==> config.mk <==
export PLATFORM = sky130hd
export DESIGN_NAME = note_scroller
export DESIGN_NICKNAME = d
export VERILOG_FILES = /design/src/rtl/note_scroller.sv
export SDC_FILE = /design/constraint.sdc
export NUM_CORES = 1
export LEC_CHECK = 0
export CORE_ASPECT_RATIO = 1.25
export CORE_UTILIZATION = 45
export CTS_BUF_LIST = sky130_fd_sc_hd__clkbuf_4 sky130_fd_sc_hd__clkbuf_8
export CTS_CLUSTER_SIZE = 12
export DETAILED_ROUTE_END_ITERATION = 8
export GPL_TIMING_DRIVEN = 0
export HOLD_SLACK_MARGIN = 0.08
export PLACE_DENSITY = 0.77
export SLEW_MARGIN = 20
export SYNTH_ARGS = -nofsm -noshare
export SYNTH_HDL_FRONTEND = slang
export SYNTH_SLANG_ARGS = --single-unit
==> constraint.sdc <==
create_clock -name clk -period 4.5 [get_ports clk]
set_input_delay 0.9 -clock clk [delete_from_list [all_inputs] [get_ports clk]]
set_output_delay 0.9 -clock clk [all_outputs]
set_load 0.005 [all_outputs]
==> src/rtl/note_scroller.sv <==
// note_scroller: scrolls a LANES x DEPTH note field one row toward the hit row
// on each divider tick, loads a fresh pattern row at the top, and judges key
// presses against the bottom (hit) row. Tracks score, streak and misses; the
// game ends once the miss count reaches MAX_MISS.
//
// Handshake: pattern_req is a combinational strobe, high exactly in the cycle
// the block consumes pattern_in (a RUN-state tick not overridden by start).
// The source must hold pattern_in valid for any cycle tick may be high; there
// is no back-pressure.
module note_scroller #(
  parameter int LANES    = 4,
  parameter int DEPTH    = 8,
  parameter int MAX_MISS = 8
) (
  input  logic                   clk,
  input  logic                   resetn,
  input  logic                   tick,
  input  logic                   start,
  input  logic [LANES-1:0]       pattern_in,
  output logic                   pattern_req,
  input  logic [LANES-1:0]       key_in,
  output logic [LANES*DEPTH-1:0] field,
  output logic                   hit,
  output logic                   wrong,
  output logic                   miss,
  output logic [15:0]            score,
  output logic [7:0]             streak,
  output logic [3:0]             misses,
  output logic [1:0]             state
);

  localparam int FW = LANES * DEPTH;

  typedef enum logic [1:0] {
    S_IDLE = 2'b00,
    S_RUN  = 2'b01,
    S_DONE = 2'b10
  } state_t;

  state_t           state_q, state_d;
  logic [FW-1:0]    field_q, field_d;
  logic [15:0]      score_q, score_d;
  logic [7:0]       streak_q, streak_d;
  logic [3:0]       misses_q, misses_d;
  logic             hit_q, hit_d;
  logic             wrong_q, wrong_d;
  logic             miss_q, miss_d;
  logic [LANES-1:0] key_prev_q;

  logic [LANES-1:0] press, hitrow, hits, bad, missed;
  logic [FW-1:0]    field_clr;
  logic [7:0]       hits_cnt, missed_cnt;
  logic [16:0]      score_sum;
  logic [8:0]       streak_sum;
  logic [7:0]       misses_sum;

  function automatic logic [7:0] popcnt(input logic [LANES-1:0] v);
    logic [7:0] c;
    c = 8'd0;
    for (int i = 0; i < LANES; i++) c = c + {7'd0, v[i]};
    return c;
  endfunction

  // Rising-edge press detection and judging against the current hit row.
  assign press      = key_in & ~key_prev_q;
  assign hitrow     = field_q[(DEPTH-1)*LANES +: LANES];
  assign hits       = press & hitrow;
  assign bad        = press & ~hitrow;
  assign missed     = hitrow & ~hits;
  assign field_clr  = field_q & ~{hits, {(FW-LANES){1'b0}}};
  assign hits_cnt   = popcnt(hits);
  assign missed_cnt = popcnt(missed);
  assign score_sum  = {1'b0, score_q} + {9'd0, hits_cnt};
  assign streak_sum = {1'b0, streak_q} + {1'b0, hits_cnt};
  assign misses_sum = {4'd0, misses_q} + missed_cnt;

  assign pattern_req = resetn && (state_q == S_RUN) && tick && !start;

  // Next-state logic: start overrides everything, RUN judges and scrolls.
  always_comb begin
    state_d  = state_q;
    field_d  = field_q;
    score_d  = score_q;
    streak_d = streak_q;
    misses_d = misses_q;
    hit_d    = 1'b0;
    wrong_d  = 1'b0;
    miss_d   = 1'b0;
    if (start) begin
      state_d  = S_RUN;
      field_d  = '0;
      score_d  = '0;
      streak_d = '0;
      misses_d = '0;
    end else begin
      case (state_q)
        S_IDLE: ;
        S_RUN: begin
          field_d  = field_clr;
          hit_d    = |hits;
          wrong_d  = |bad;
          score_d  = score_sum[16] ? 16'hFFFF : score_sum[15:0];
          if (|bad) streak_d = 8'd0;
          else      streak_d = streak_sum[8] ? 8'hFF : streak_sum[7:0];
          if (tick) begin
            field_d = {field_clr[FW-LANES-1:0], pattern_in};
            if (|missed) begin
              miss_d   = 1'b1;
              misses_d = (misses_sum > 8'd15) ? 4'd15 : misses_sum[3:0];
              streak_d = 8'd0;
            end
          end
          if (misses_q >= 4'(MAX_MISS)) state_d = S_DONE;
        end
        S_DONE: ;
        default: state_d = S_IDLE;
      endcase
    end
  end

  // State and datapath registers with synchronous active-low reset.
  always_ff @(posedge clk) begin
    if (!resetn) begin
      state_q    <= S_IDLE;
      field_q    <= '0;
      score_q    <= '0;
      streak_q   <= '0;
      misses_q   <= '0;
      hit_q      <= 1'b0;
      wrong_q    <= 1'b0;
      miss_q     <= 1'b0;
      key_prev_q <= '1;
    end else begin
      state_q    <= state_d;
      field_q    <= field_d;
      score_q    <= score_d;
      streak_q   <= streak_d;
      misses_q   <= misses_d;
      hit_q      <= hit_d;
      wrong_q    <= wrong_d;
      miss_q     <= miss_d;
      key_prev_q <= key_in;
    end
  end

  assign field  = field_q;
  assign score  = score_q;
  assign streak = streak_q;
  assign misses = misses_q;
  assign hit    = hit_q;
  assign wrong  = wrong_q;
  assign miss   = miss_q;
  assign state  = state_q;

endmodule

==> results of run 1 <==
## layer usage
| metal | wire (um) | part of all wire [%] | track usage, % | vias up |
|---|---|---|---|---|
| li1 | - | - | - | 1524 |
| met1 | 3370 | 41 | 25.5 | 1435 |
| met2 | 4050 | 50 | 38.8 | 87 |
| met3 | 529 | 6.5 | 6.48 | 16 |
| met4 | 200 | 2.5 | 11.1 | 0 |
| met5 | 0 | 0 | 0 | - |
## layout make-up
cell class / count / area [um^2] / share of cell area (%)
multi-input combinational: 282 / 1720 / 39.7
tap: 90 / 113 / 2.60
sequential: 69 / 1380 / 31.9
inverter: 17 / 63.8 / 1.47
clock inverter: 4 / 48.8 / 1.13
buffer: 20 / 88.8 / 2.05
clock buffer: 12 / 146 / 3.38
timing repair buffer: 77 / 771 / 17.8
## path summary, 6_finish.rpt
kind              slack (ns)                     start  depth (start not counted)                endpoint
setup / recovery        0.33                 key_in[0]                         13  streak[5]$_SDFFE_PP0P_
hold / removal          0.47    field[20]$_SDFFE_PP0P_                          2  field[24]$_SDFFE_PP0P_
setup reg to reg        1.08  key_prev_q[0]$_SDFF_PN1_                         12  streak[5]$_SDFFE_PP0P_
hold reg to reg         0.47    field[20]$_SDFFE_PP0P_                          2  field[24]$_SDFFE_PP0P_
## power by group through the flow
stage / logic (uW) / registers, uW / clock network, uW
after floorplan: 33.3 / 631 / 0
after global placement: 62.2 / 631 / 0
after detailed placement: 63.0 / 631 / 0
after CTS: 63.4 / 617 / 511
after global routing: 69.2 / 617 / 542
final: 63.3 / 617 / 505
## through the flow
stage,total power (uW),instance area (um^2),utilization [%]
finish,1190,4340,62.1
global route,1230,4340,62.1
CTS,1190,4340,62.1
detailed placement,694,4140,59.3
global placement,693,4140,59.3
floorplan,664,3260,-
## cell usage in the layout, fill, tap and decap left out, types with 3 or more instances in the layout
cell / synthesis / routed
nand4_1: 4 / 4
a311oi_1: 3 / 3
nand3_1: 13 / 13
and2_1: 6 / 6
a31oi_1: 4 / 4
a22oi_1: 5 / 5
fa_1: 6 / 6
a21oi_1: 42 / 42
dfxtp_1: 69 / 69
o21ai_0: 17 / 17
nor2b_1: 11 / 11
and3b_1: 3 / 3
clkdlybuf4s50_1: 0 / 77
nand2_1: 67 / 67
buf_2: 5 / 5
clkbuf_1: 11 / 11
nand2b_1: 11 / 11
nor3b_1: 4 / 4
clkbuf_4: 0 / 3
nor2_1: 24 / 24
a211oi_1: 4 / 4
nor3_1: 8 / 8
xor2_1: 6 / 6
clkbuf_8: 0 / 9
ha_1: 9 / 9
inv_1: 17 / 17
## registers in the layout (all words and copies together), names as in the netlist
name	flops
wrong	1
misses	4
field	32
state	2
miss	1
streak	8
key_prev_q	4
score	16
hit	1
## cell families (layout without fill, tap and decap cells)
kind of cell,after synthesis,count (layout),synth area share (%)
simple gates,163,163,25.3
compound gates,96,96,18.3
flops,69,69,42.4
buf+inv,37,130,4.69
fa+ha+maj,15,15,7.15
xor+xnor,8,8,2.15
## worst max-delay path, cell delays in order
cell and delay (ns):
clkdlybuf4s50_1 0.46, nor2b_1 0.31, and2_1 0.22, fa_1 0.42, ha_1 0.21, ha_1 0.34
inv_1 0.11, fa_1 0.45, nor3b_1 0.20, a21oi_1 0.11, nor3_2 0.35, and3b_1 0.22
nor3_1 0.14
==> impl_metrics.toml, run 1 <==
[status]
status = "complete, no violations"

[floorplan]
fp.coreArea_um2 = 6980
num_rows = 34
ios = 78
start_util_pct = 46.7
die_area_um2 = 7580
dieWidth_um = 78.1
fp.dieH_um = 97.1

[cells_and_area]
final_layout_size_suffix_gt1_share_pct = 6.86
fin_nets = 503
fillCellCount = 628
syn_to_final_growth_pct = 33.1
num_antenna_cells = 0
stdcell_count = 571

[worst_setup_path]
cp_max_fo = 5
worst_ep_required_time_ns = 4.77
end_kind = "flop"
path_class = "primary input to flop"
start_kind = "primary input"
crit_arrival_ns = 4.44

[sta]
rsz0062_at_grt = "no"
worst_slew_pin_slew_ns = 0.527
finalSetupViolCount = 0
fin_hold_ws_ns = 0.471
fmax_mhz = 240
finalMaxSlewViolations = 0
setup_tns_ns = 0
finalHoldViolCount = 0
slew_headroom_pct = 64.9
period_minus_slack_ns = 4.17
setup_slack_ns = 0.331
fin_crit_sh_pct = 92.6
fin_skew_ns = 0.00882

[pwr]
clkPwrFrac_pct = 42.6
combPwrFrac_pct = 5.3
p_int_uw = 913
p_sw_share_pct = 23.0
ir_drop_mv = 0.276
powerDensity_nw_per_um2 = 273
p_seq_share_pct = 52.1
p_leak_uw = 0.00148
power.switching_uw = 272

[global_route]
grt_use_total_pct = 22.7
grt_pass1_vias = 2938
grt-ovfl-total = 0
antenna_found_initial = 0
grt_start_max_net_pins = 12
grt_first_pass_wirelength_um = 13500

[clock_tree]
post_cts_buffers = 0
cts.path.max_buffers = 2
postCtsHoldBufs = 0
cts_made_buffers = 9
htreeDepth = 3
clk_latency_ns = 0.35
root_buffer = "clkbuf_8"
cts_sinks = 69
post_cts_resized = 0
clkTransAtPathRegs_ns = 0.07
cts_tree = "done"

[synth]
synthFlopType = "dfxtp_1"
synthCells = 388
synth_nets = 415
ys_warn_count = 0
ys_async_sr_fraction_pct = 0
synth_top_area_share_pct = 42.4
synth_edf_count = 0
ys_types = 50
synth_area_per_cell_um2 = 8.39
synth_area_um2 = 3260
yosys.area.top_type = "dfxtp_1"
ys_seq_elements = 69
ys_seq_area_share_pct = 42.4
synthTopCellsByCount = "69 x dfxtp_1, 67 x nand2_1, 42 x a21oi_1"
synth_area_leaders = "dfxtp_1 42%, nand2_1 7.7%, a21oi_1 6.5%, fa_1 3.7%, ha_1 3.5%"
synth.most_common_cell = "dfxtp_1"

[placement]
place_ws_ns = -0.0299
io_buffers = 77
hpwl_um = 6070
routabilityCongestion = 0.856
dp.cells = 555

[worst_hold_path]
hold_path_class = "flop to flop"

[job]
maxCapViolCount = 0

[drt]
first_pass_iters = 4
vias = 3062
detail_route.iter0.violations = 127
drc_errors = 0
wl_um = 8140
drtAntennaViolNets = 0
via_per_inst = 5.36
wl_per_cell_um = 14.3
(Power assumes the default switching activity.)
==> run 2: changes to the inputs <==
- GPL_ROUTABILITY_DRIVEN: unset -> 0
- GPL_TIMING_DRIVEN: 0 -> unset
==> run 2 against run 1 <==
Final cell count down 2.6%. Maximum frequency is 0.69% higher. Non-clock buffer count is 14 lower. Combinational power is 3% lower. Setup slack gained 0.029 ns. Hold slack got worse by 0.0022 ns. Sequential power is essentially flat. Routed wire length fell by 2.4%. Critical endpoint unchanged. Register-to-register slack better by 0.04 ns. Power up 4.2%. Count of clock-buffer cells in the layout decreased by 1. Flip-flop and latch count unchanged.
==> impl_metrics.toml, run 2 (synthesis results as in run 1) <==
[sta]
period_minus_slack_ns = 4.14
finalMaxSlewViolations = 0
finalSetupViolCount = 0
finalHoldViolCount = 0
fmax_mhz = 242
fin_crit_sh_pct = 92.0
fin_skew_ns = 0.00864
setup_slack_ns = 0.360
worst_slew_pin_slew_ns = 0.860
rsz0062_at_grt = "no"
slew_headroom_pct = 42.4

[global_route]
grt-ovfl-total = 0
grt_first_pass_wirelength_um = 13600
grt_use_total_pct = 22.5
grt_start_max_net_pins = 51
antenna_found_initial = 0
grt_pass1_vias = 3055

[status]
status = "complete, no violations"

[clock_tree]
cts.path.max_buffers = 2
clk_latency_ns = 0.34
postCtsHoldBufs = 0
clkTransAtPathRegs_ns = 0.07
root_buffer = "clkbuf_8"
cts_made_buffers = 9
cts_sinks = 69
post_cts_buffers = 0
cts_tree = "done"
post_cts_resized = 0
htreeDepth = 3

[pwr]
combPwrFrac_pct = 5.0
power.switching_uw = 266
powerDensity_nw_per_um2 = 286
clkPwrFrac_pct = 45.1
p_seq_share_pct = 49.9
p_int_uw = 969
power_uw = 1240
ir_drop_mv = 0.187
p_leak_uw = 0.00147
p_sw_share_pct = 21.6

[cells_and_area]
fin_nets = 489
fillCellCount = 644
largest_reg_flops = 32
layout_common_cells = "77 x clkdlybuf4s50_1, 69 x dfxtp_1, 67 x nand2_1, 42 x a21oi_1, 24 x nor2_1"
syn_to_final_growth_pct = 32.8
fin_util_pct = 62.0
num_antenna_cells = 0
final_layout_size_suffix_gt1_share_pct = 6.87
final_common_cell = "clkdlybuf4s50_1"

[floorplan]
start_util_pct = 46.7
ios = 78
fp.dieH_um = 97.1
dieWidth_um = 78.1
die_area_um2 = 7580
fp.coreArea_um2 = 6980
num_rows = 34

[drt]
drc_errors = 0
via_per_inst = 5.43
wl_um = 7950
drtAntennaViolNets = 0
detail_route.iter0.violations = 194
first_pass_iters = 6
wl_per_cell_um = 14.3
vias = 3021

[placement]
hpwl_um = 5450
place_ws_ns = -0.00113
io_buffers = 77

[worst_setup_path]
path_class = "primary input to flop"
r2r-end = "streak[5]$_SDFFE_PP0P_"
cp_slowest_cell = "clkdlybuf4s50_1"
critPathMaxStageDelay_ns = 0.46
start_kind = "primary input"
cp-endpoint = "streak[5]$_SDFFE_PP0P_"
crit_chain = "clkdlybuf4s50_1 > nor2b_1 > and2_1 > fa_1 > ha_1 > ha_1 > inv_1 > fa_1 > nor3b_1 > a21oi_1 > nor3_2 > and3b_1 > nor3_1"
r2r-start = "key_prev_q[0]$_SDFF_PN1_"
cp_max_fo = 5
worst_ep_required_time_ns = 4.76
reg2reg_setup_slack_ns = 1.12
rr_worst_depth = 12
end_kind = "flop"
crit_arrival_ns = 4.40
startpoint = "key_in[0]"

[job]
maxCapViolCount = 0

[worst_hold_path]
hold_path_class = "flop to flop"
min_path_cells = 2
-- run 2: cell types whose count changed in the layout (fill, tap and decap cells not counted), moves of 2 or more --
cell	change
clkbuf_1	-11
buf_1	-2
buf_2	-5
clkbuf_4	-2
buf_4	+3
-- run 2: cell type report --
class | instances | area [um^2] | area share [%]
clock inverter | 4 | 72.6 | 1.68
sequential | 69 | 1380 | 31.9
clock buffer | 11 | 145 | 3.36
multi-input combinational | 282 | 1730 | 39.9
tap | 90 | 113 | 2.60
inverter | 17 | 63.8 | 1.48
timing repair buffer | 83 | 823 | 19.0
-- run 2: metal layers --
layer	GRT usage, %	wire (um)	part of all wire, %	vias up
met5	0	0	0	-
li1	-	-	-	1491
met1	25.9	3320	42	1417
met4	10.3	164	2.1	0
met3	7.98	601	7.6	19
met2	36.8	3860	49	94
-- run 2: through the flow --
stage / cells / TNS [ns] / instance area (um^2) / hold slack [ns]
2_1_floorplan: 388 / 0 / 3260 / 0.461
5_1_grt: 556 / 0 / 4320 / 0.489
3_5_place_dp: 540 / -0.00113 / 4090 / 0.461
3_3_place_gp: 540 / 0 / 4090 / 0.451
4_1_cts: 555 / 0 / 4310 / 0.471
6_report: 556 / 0 / 4320 / 0.469
-- run 2: worst min-delay path by stage --
| stage | from | endpoint | slack [ns] |
|---|---|---|---|
| 2_1_floorplan | field[6]$_SDFFE_PP0P_ | field[10]$_SDFFE_PP0P_ | 0.46 |
| 3_5_place_dp | field[3]$_SDFFE_PP0P_ | field[7]$_SDFFE_PP0P_ | 0.46 |
| 3_3_place_gp | field[4]$_SDFFE_PP0P_ | field[8]$_SDFFE_PP0P_ | 0.45 |
| 5_1_grt | field[23]$_SDFFE_PP0P_ | field[23]$_SDFFE_PP0P_ | 0.49 |
| 4_1_cts | field[23]$_SDFFE_PP0P_ | field[23]$_SDFFE_PP0P_ | 0.47 |
| 6_report | field[23]$_SDFFE_PP0P_ | field[27]$_SDFFE_PP0P_ | 0.47 |
-- run 2: critical path, delay by kind of cell --
| kind | cells | cell delay (ns) |
|---|---|---|
| AO/OA/AOI/OAI | 1 | 0.10 |
| adder cells (fa/ha/maj) | 4 | 1.42 |
| buffers and inverters | 2 | 0.56 |
| AND/OR/NAND/NOR | 6 | 1.41 |
-- run 2: power by group through the flow --
stage          Combinational, uW  Sequential, uW  Clock [uW]
2_1_floorplan               33.3             631           0
3_3_place_gp                59.3             631           0
3_5_place_dp                59.6             631           0
4_1_cts                     60.0             617         569
5_1_grt                     67.5             617         595
6_report                    61.5             617         557
==> run 3: changes to the inputs <==
- SLEW_MARGIN: 20 -> unset
==> run 3 against run 2 <==
Flip-flop and latch count unchanged. Final cell count decreased by 0.18%. Maximum frequency decreased by 0.23%. Non-clock buffer count decreased by 1. Routed wire length decreased by 1.5%. Sequential power about the same. Clock power about the same. Cell area decreased by 0.35%. Setup slack got worse by 0.0097 ns. Global-route usage unchanged. Largest cell class unchanged. Sequential share of layout area increased by 0.11 points. Register-to-register slack about the same.
==> impl_metrics.toml, run 3 (synthesis results as in run 1) <==
[cells_and_area]
fillCellCount = 646
fin_util_pct = 61.8
fin_area_um2 = 4310
fin_nets = 488
num_antenna_cells = 0
layout_common_cells = "77 x clkdlybuf4s50_1, 69 x dfxtp_1, 67 x nand2_1, 42 x a21oi_1, 24 x nor2_1"
syn_to_final_growth_pct = 32.3
largest_reg_flops = 32
final_common_cell = "clkdlybuf4s50_1"
final_layout_size_suffix_gt1_share_pct = 6.67

[sta]
finalMaxSlewViolations = 0
setup_tns_ns = 0
slew_headroom_pct = 28.9
rsz0062_at_grt = "no"
fin_crit_sh_pct = 92.2
worst_slew_pin_slew_ns = 1.07
period_minus_slack_ns = 4.15
finalHoldViolCount = 0
fin_hold_ws_ns = 0.469
finalSetupViolCount = 0
fmax_mhz = 241
fin_skew_ns = 0.00956

[worst_setup_path]
end_kind = "flop"
worst_ep_required_time_ns = 4.74
start_kind = "primary input"
cp_max_fo = 5
path_class = "primary input to flop"
crit_arrival_ns = 4.39

[clock_tree]
clk_latency_ns = 0.34
clkTransAtPathRegs_ns = 0.07
cts_sinks = 69
post_cts_buffers = 0
root_buffer = "clkbuf_8"
post_cts_resized = 0
postCtsHoldBufs = 0
cts.path.max_buffers = 2
cts_made_buffers = 9
cts_tree = "done"
htreeDepth = 3

[drt]
met1Wirelength_um = 3220
detail_route.iter0.violations = 192
wl_um = 7830
first_pass_iters = 4
drc_errors = 0
dr_wl_met3_um = 621
via_per_inst = 5.43
vias = 3014
top_layer_used = "met4"
drtAntennaViolNets = 0
met2_length_um = 3850
wl_per_cell_um = 14.1

[floorplan]
die_area_um2 = 7580
start_util_pct = 46.7
fp.dieH_um = 97.1
num_rows = 34
fp.coreArea_um2 = 6980
ios = 78
dieWidth_um = 78.1

[pwr]
ir_drop_mv = 0.189
power.switching_uw = 265
p_seq_share_pct = 50.0
p_leak_uw = 0.00146
p_int_uw = 968
p_sw_share_pct = 21.5
combPwrFrac_pct = 4.8
powerDensity_nw_per_um2 = 286
clkPwrFrac_pct = 45.1

[status]
status = "complete, no violations"

[placement]
io_buffers = 77
post_dp_cell_area_um2 = 4090
hpwl_um = 5450

[global_route]
grt_start_max_net_pins = 51
grt_pass1_vias = 3055
grt_use_total_pct = 22.5
grt_first_pass_wirelength_um = 13600
antenna_found_initial = 0
grt-ovfl-total = 0

[job]
maxCapViolCount = 0

[worst_hold_path]
hold_path_class = "flop to flop"
## run 3: cell type report
class	instances	area, um^2	area share (%)
inverters	17	63.8	1.48
clock inverters	4	72.6	1.68
flip-flops and latches	69	1380	32.1
well taps	90	113	2.61
multi-input cells	282	1730	40.0
repair buffers	82	808	18.8
clock buffers	11	145	3.37
## run 3: path summary, 6_finish.rpt
kind,endpoint,from,cells past startpoint,slack [ns]
worst max-delay path,streak[3]$_SDFFE_PP0P_,key_in[0],13,0.35
worst min-delay path,field[27]$_SDFFE_PP0P_,field[23]$_SDFFE_PP0P_,2,0.47
worst max register to register,streak[3]$_SDFFE_PP0P_,key_prev_q[0]$_SDFF_PN1_,12,1.11
worst min register to register,field[27]$_SDFFE_PP0P_,field[23]$_SDFFE_PP0P_,2,0.47
## run 3: routing by layer
layer,up-vias,global-route usage (%)
met3,12,7.98
met1,1422,25.9
met2,95,36.8
met5,-,0
met4,0,10.3
li1,1485,-
## run 3: power groups by stage
| stage | Sequential, uW | Combinational [uW] | Clock, uW |
|---|---|---|---|
| floorplan | 631 | 33.3 | 0 |
| global placement | 631 | 59.3 | 0 |
| detailed placement | 631 | 59.6 | 0 |
| CTS | 617 | 60.0 | 569 |
| global route | 617 | 65.8 | 595 |
| finish | 617 | 59.5 | 556 |
## run 3: through the flow
stage | total power (uW) | instances | setup slack [ns]
after floorplan | 664 | 388 | 0.779
after global placement | 690 | 540 | 0.110
after detailed placement | 691 | 540 | -0.00113
after CTS | 1250 | 555 | 0.346
after global routing | 1280 | 555 | 0.0998
final | 1230 | 555 | 0.350
## run 3: worst max-delay path, stage by stage
cell and delay [ns]:
clkdlybuf4s50_1 0.46, nor2b_1 0.32, and2_1 0.22, fa_1 0.43, ha_1 0.21, ha_1 0.34
inv_1 0.10, fa_1 0.45, nor3b_1 0.20, a21oi_1 0.10, nor3_2 0.31, nor2_1 0.07
a311oi_1 0.27
